`config.mk`:
```
export PLATFORM = sky130hd
export DESIGN_NAME = shift_sequencer
export DESIGN_NICKNAME = d
export VERILOG_FILES = /design/src/rtl/shift_sequencer.sv
export SDC_FILE = /design/constraint.sdc
export NUM_CORES = 1
export LEC_CHECK = 0
export CORE_AREA = 5 5 54 56
export CTS_CLUSTER_DIAMETER = 50
export DETAILED_ROUTE_END_ITERATION = 10
export DIE_AREA = 0 0 59 61
export MAX_ROUTING_LAYER = met4
export PLACE_DENSITY = 0.81
export SYNTH_ARGS = -nofsm -noshare
export SYNTH_HDL_FRONTEND = slang
export SYNTH_SLANG_ARGS = --single-unit
```
`constraint.sdc`:
```
create_clock -name clk -period 4.58 [get_ports clk]
set_clock_uncertainty 0.1 [all_clocks]
set_input_delay 0.916 -clock clk [delete_from_list [all_inputs] [get_ports clk]]
set_output_delay 0.916 -clock clk [all_outputs]
set_load 0.01 [all_outputs]
```
`src/rtl/shift_sequencer.sv`:
```
// shift_sequencer: multicycle sequencer for the shift register and its ALUOut
// write-back. It handles sll/srl/sra, sllv/srlv/srav and lui. Each operation
// loads the operand, issues one or more shifts, then writes the result.
// It talks to the main control unit through a start/busy/done handshake.
module shift_sequencer #(
    parameter int STEP_MODE = 0,   // 0: one full-amount shift; 1: amt single-bit shifts
    parameter int LUI_AMT   = 16
) (
    input  logic        clk,
    input  logic        reset,          // asynchronous, active-low
    input  logic        start,
    input  logic [2:0]  op,
    input  logic [4:0]  shamt_imm,
    input  logic [31:0] shamt_reg,
    input  logic        flush,
    output logic [2:0]  shifter_ctrl,
    output logic [4:0]  shifter_n,
    output logic        m_shifter,
    output logic [1:0]  m_aluout_sel,
    output logic        aluout_we,
    output logic        busy,
    output logic        done,
    output logic        err
);

    localparam logic [2:0] S_IDLE  = 3'd0;
    localparam logic [2:0] S_LOAD  = 3'd1;
    localparam logic [2:0] S_SHIFT = 3'd2;
    localparam logic [2:0] S_WRITE = 3'd3;
    localparam logic [2:0] S_ERR   = 3'd4;

    localparam logic [2:0] OP_SLL  = 3'b000;
    localparam logic [2:0] OP_SRL  = 3'b001;
    localparam logic [2:0] OP_SRA  = 3'b010;
    localparam logic [2:0] OP_SLLV = 3'b011;
    localparam logic [2:0] OP_SRLV = 3'b100;
    localparam logic [2:0] OP_SRAV = 3'b101;
    localparam logic [2:0] OP_LUI  = 3'b110;
    localparam logic [2:0] OP_ILL  = 3'b111;

    localparam logic [2:0] CTRL_NOP  = 3'b000;
    localparam logic [2:0] CTRL_LOAD = 3'b001;
    localparam logic [2:0] CTRL_SLL  = 3'b010;
    localparam logic [2:0] CTRL_SRL  = 3'b011;
    localparam logic [2:0] CTRL_SRA  = 3'b100;

    localparam logic [4:0] LUI_N = LUI_AMT[4:0];

    logic [2:0] state_q, state_d;
    logic [2:0] op_q, op_d;
    logic [4:0] amt_q, amt_d;
    logic [4:0] cnt_q, cnt_d;
    logic [4:0] amt_sel;
    logic [2:0] dir_ctrl;

    // Only the low five bits of rs form a shift amount.
    logic unused_shamt_hi;
    assign unused_shamt_hi = ^shamt_reg[31:5];

    // Shift amount source chosen by the incoming opcode.
    always_comb begin
        case (op)
            OP_SLL, OP_SRL, OP_SRA:    amt_sel = shamt_imm;
            OP_SLLV, OP_SRLV, OP_SRAV: amt_sel = shamt_reg[4:0];
            OP_LUI:                    amt_sel = LUI_N;
            default:                   amt_sel = 5'd0;
        endcase
    end

    // Shifter direction for the latched opcode (LUI is a left shift).
    always_comb begin
        case (op_q)
            OP_SRL, OP_SRLV: dir_ctrl = CTRL_SRL;
            OP_SRA, OP_SRAV: dir_ctrl = CTRL_SRA;
            default:         dir_ctrl = CTRL_SLL;
        endcase
    end

    // Next-state logic; flush overrides everything, including a start in IDLE.
    always_comb begin
        state_d = state_q;
        op_d    = op_q;
        amt_d   = amt_q;
        cnt_d   = cnt_q;
        if (flush) begin
            state_d = S_IDLE;
        end else begin
            case (state_q)
                S_IDLE: begin
                    if (start) begin
                        op_d    = op;
                        amt_d   = amt_sel;
                        state_d = (op == OP_ILL) ? S_ERR : S_LOAD;
                    end
                end
                S_LOAD: begin
                    if (amt_q == 5'd0) begin
                        state_d = S_WRITE;
                    end else begin
                        state_d = S_SHIFT;
                        cnt_d   = amt_q;
                    end
                end
                S_SHIFT: begin
                    cnt_d = cnt_q - 5'd1;
                    if (STEP_MODE == 0 || cnt_q <= 5'd1) begin
                        state_d = S_WRITE;
                    end
                end
                S_WRITE: state_d = S_IDLE;
                S_ERR:   state_d = S_IDLE;
                default: state_d = S_IDLE;
            endcase
        end
    end

    // State and operand registers with asynchronous clear.
    always_ff @(posedge clk or negedge reset) begin
        if (!reset) begin
            state_q <= S_IDLE;
            op_q    <= 3'd0;
            amt_q   <= 5'd0;
            cnt_q   <= 5'd0;
        end else begin
            state_q <= state_d;
            op_q    <= op_d;
            amt_q   <= amt_d;
            cnt_q   <= cnt_d;
        end
    end

    // Moore output decode from the registered state.
    always_comb begin
        shifter_ctrl = CTRL_NOP;
        shifter_n    = 5'd0;
        m_shifter    = 1'b0;
        m_aluout_sel = 2'b00;
        aluout_we    = 1'b0;
        busy         = (state_q != S_IDLE);
        done         = 1'b0;
        err          = 1'b0;
        case (state_q)
            S_LOAD: begin
                shifter_ctrl = CTRL_LOAD;
                m_shifter    = (op_q == OP_LUI);
            end
            S_SHIFT: begin
                shifter_ctrl = dir_ctrl;
                shifter_n    = (STEP_MODE != 0) ? 5'd1 : amt_q;
                m_shifter    = (op_q == OP_LUI);
            end
            S_WRITE: begin
                m_aluout_sel = 2'b10;
                aluout_we    = 1'b1;
                done         = 1'b1;
            end
            S_ERR: begin
                done = 1'b1;
                err  = 1'b1;
            end
            default: ;
        endcase
    end

endmodule

```
Word level (Yosys, flattened, before mapping)
Cells that the tools add are included.
W data, S select, Z words.
{"block": "op_classes", "n_bitwise": 1, "eq_ne": 17, "n_reduce_logical": 11, "muxes": 14}
{"op": "$eq A3 B3 Y1 const B", "count": 8}
{"op": "$eq A3 B2 Y1 const B", "count": 5}
{"op": "$pmux W5 S3", "count": 1}
{"op": "$pmux W3 S2", "count": 2}
{"op": "$eq A3 B1 Y1 const B", "count": 3}
{"op": "$mux W3", "count": 3}
{"op": "$pmux W3 S3", "count": 1}
{"op": "$reduce_or A2 Y1", "count": 4}
{"op": "$logic_not A3 Y1", "count": 2}
{"op": "$reduce_or A3 Y1", "count": 2}
{"op": "$logic_not A5 Y1", "count": 1}
{"op": "$mux W1", "count": 5}
{"op": "$mux W5", "count": 1}
{"op": "$ne A3 B3 Y1 const B", "count": 1}
{"op": "$reduce_and A3 Y1", "count": 1}
{"op": "$reduce_bool A3 Y1", "count": 1}
{"op": "$mux W2", "count": 1}
{"op": "$not A1 Y1", "count": 1}
{"block": "totals", "reg_bits": 11, "output_inout_bits": 15, "word_cells": 46, "inputBits": 44}

Depth between registers and ports, before layout
{"block": "depth", "ltp_word": 5, "ltp_mapped": 5, "depth_no_buf": 3}

Least setup slack after synthesis
No wires, ideal clock.
{"block": "synth_path", "kind": "reg-to-output", "startpoint": "reg state_q[2]", "endpoint": "out done", "slack_ns": 2.341, "arrival_ns": 1.223, "path_buffers": 1, "t_required_ns": 3.564, "path_stages_with_launch": 4, "cell_sequence": "dfrtp_1 clkbuf_1 nor3b_1 or2_2"}
{"block": "synth_via", "elab_chain_cells": 3, "word_cells_on_any_way": 4, "cone_classes": "2 x eq/ne; 1 x mux; 1 x reduce/logical"}
{"element": "start, declared", "line": "49", "text": "logic [2:0] state_q, state_d;"}
{"element": "start signal, assigned", "line": "125", "text": "state_q <= state_d;"}
{"element": "$eq A3 B3 Y1 / $eq A3 B2 Y1 (equally long branches)", "line": "142", "text": "case (state_q)"}
{"element": "$reduce_or A2 Y1 (no line) (*)"}
{"element": "$mux W1 (*)", "line": "142"}
{"element": "end, declared", "line": "22", "text": "output logic done,"}
Mark *: on every way between the ends. The rest lies on a longest branch, timed or not.

Worst setup path in the final report
{"block": "layout_path", "startpoint": "reg state_q[1]", "endpoint": "out shifter_n[4]"}
{"block": "layout_via", "elab_chain_cells": 2}
{"element": "$eq A3 B2 Y1"}
{"element": "$mux W5", "line": "142"}
{"element": "end, declared", "line": "17", "text": "output logic [4:0] shifter_n,"}
Every way passes these cells.

==> metrics <==
XOR/XNOR Fraction of Synth Area=2.134%; DRC Markers=0; area grow syn2layout=37.50%; FILL cells=254; die height=61 um; worst-case reg-to-reg path depth=3; root buf cell=clkbuf_4; NumNets Final=160; Slew Viols, Final=0; dpl hpwl=1535 um; CTS resizes=0; Max Freq=0.3216 GHz; die width=59 um; Top Family by Delay on Critical Path=simple AND/OR/NAND/NOR gates; design area=0.001129 mm2; CP endpoint kind=output port; share of the synthesized area in the top cell type=33.54%; die area=0.003599 mm2; asr flop ratio synth=100.0%; CTS tree=built; Post-Synth Adder-Cell Area=0%; Critical Path Max Stage Delay=0.54 ns; Placed Cells=141; Slowest-stage cell, CP=dfrtp_1; Worst VDD drop=0.1885 mV; Vias/cell=5.297; routability congestion estimate=0.7929; EDFF count, synth=0; initial antenna violation count=0; vias in the first global route=761; endpoints failing hold=0; main area contributors after synthesis=dfrtp_1 (34%), and2_1 (6.1%), mux2i_1 (4.9%); worst hold slack=0.4364 ns; Worst-Margin Slew=0.5619 ns; first-pass GRT wire length=3325 um; Tot GR Track Use=12.99%; Final min period=3.110 ns; max_cap viols=0; final period utilization=67.90%; Levels on crit path=3; mux contribution to synthesized area=8.994%; Core Region=0.002387 mm2; Worst Hold Path Cells=1; ANT nets after route=0; synthesized area per cell=9.120 um2; CP Launch Type=flop; CTS sink cnt=11; Ant. Diodes=0; final WL=1943 um; first drt pass iteration count=4; cell with the most instances after synthesis=dfrtp_1; LEAKAGE=0.0004322 uW; Synth area leader=dfrtp_1; post-route insts no fill=145; FP Rows=18; Mapped Cells=90; routed vias=768; CP max FO=10; leading post-synthesis cells by instance count=dfrtp_1 (11), and2_1 (8), nand3_1 (6), nor2_1 (6); routed length per instance=13.40 um; placed cell area=0.001102 mm2; CP cell instances=nor3b_1 -> and2_1 -> clkdlybuf4s50_1; synth unique cells=34; Mapped Area=820.8 um2; Compound-Gate Fraction of Synth Area=18.29%; hold buffer count at cts=0; # setup viols final=0; I/O pin count=59; Post-Synth Simple-Gate Area=29.27%; Setup TNS=0 ns; CP Class=reg2out; Worst EP required=3.56 ns; clock buffer depth=2; count of state elements after synthesis=11; layout cell share with drive strength beyond 1=8.696%; Slew headroom=62.46%; GRT Residual Overflow=0; worst path bufs/invs=1; pwr dens=466.2 mW/mm2; Port Buf Inserts=30; Synth Flop Type=dfrtp_1; worst hold path type=reg2reg; Initial DRC Count=5; clk_lat worst skew=0.27 ns; Final Core Density=47.27%; RSZ-0062 raised after global routing=false; WP data arrival=2.09 ns; Starting Density=34.38%; CTS Buf Count=3; pin count of the biggest net entering global routing=14; H-tree levels=1; number of post-CTS setup repair buffers=0; syn nets=134; main combinational cell family by area after synthesis=simple AND/OR/NAND/NOR gates; status=finished, final reports clean; Seq/Total Area, Yosys=33.54%; Worst-path clk slew=0.07 ns; YS warnings=0
==> area by class of cell <==
type	instances	area, um2	area share (%)
well taps	30	37.54	3.326
repair buffers	30	300.3	26.61
inverters	1	3.754	0.3326
flip-flops and latches	11	275.3	24.39
clock buffers	4	26.28	2.328
multi-input cells	69	485.5	43.02
==> final timing paths <==
| path | startpoint | end | slack (ns) |
|---|---|---|---|
| setup / recovery | state_q[1]$_DFFE_PN0P_ | shifter_n[4] | 1.47 |
| hold / removal | amt_q[3]$_DFFE_PN0P_ | amt_q[3]$_DFFE_PN0P_ | 0.44 |
| setup reg to reg | state_q[0]$_DFFE_PN0P_ | amt_q[4]$_DFFE_PN0P_ | 2.90 |
| hold reg to reg | amt_q[3]$_DFFE_PN0P_ | amt_q[3]$_DFFE_PN0P_ | 0.44 |
| max in group asynchronous | reset | op_q[2]$_DFFE_PN0P_ | 3.17 |
| min in group asynchronous | reset | state_q[0]$_DFFE_PN0P_ | 0.87 |
==> flip-flops by register name (all words and copies together), names as in the netlist <==
register  flops
op_q          3
amt_q         5
state_q       3
==> placed cells by master (no fill, tap or decap), types with 4 or more instances in the layout <==
master,instances
o211ai_1,4
o22a_1,4
clkdlybuf4s50_1,30
nor2_1,6
nand3_1,6
mux2i_1,4
a21oi_1,5
and2_1,8
nand2b_1,5
dfrtp_1,11
==> cells by family (layout without fill, tap and decap cells) <==
logic type | Yosys count | after routing
AO/OA/AOI/OAI | 21 | 21
flip-flops | 11 | 11
other | 1 | 1
buffers and inverters | 10 | 35
XOR/XNOR | 2 | 2
multiplexers | 7 | 7
AND/OR/NAND/NOR | 38 | 38
==> power breakdown <==
part / switching, uW / internal, uW / total [uW]
combinational: 105 / 159 / 263
clock: 34.9 / 33.8 / 68.7
sequential: 53.6 / 141 / 194
==> routing by layer <==
layer  vias up  track usage, %  wire [um]
li1        377               -          -
met1       352           14.73        860
met2        32           20.35        892
met3         7           1.702        109
met4         0           10.68         80
met5         -               -          0
==> stage by stage <==
stage / setup slack, ns / total power [uW]
6_report: 1.470 / 526.1
5_1_grt: 1.315 / 569.1
4_1_cts: 1.418 / 534.2
3_5_place_dp: 1.724 / 464.5
3_3_place_gp: 1.746 / 453.7
2_1_floorplan: 2.341 / 364.4
Power figures use the tool's default switching activity.
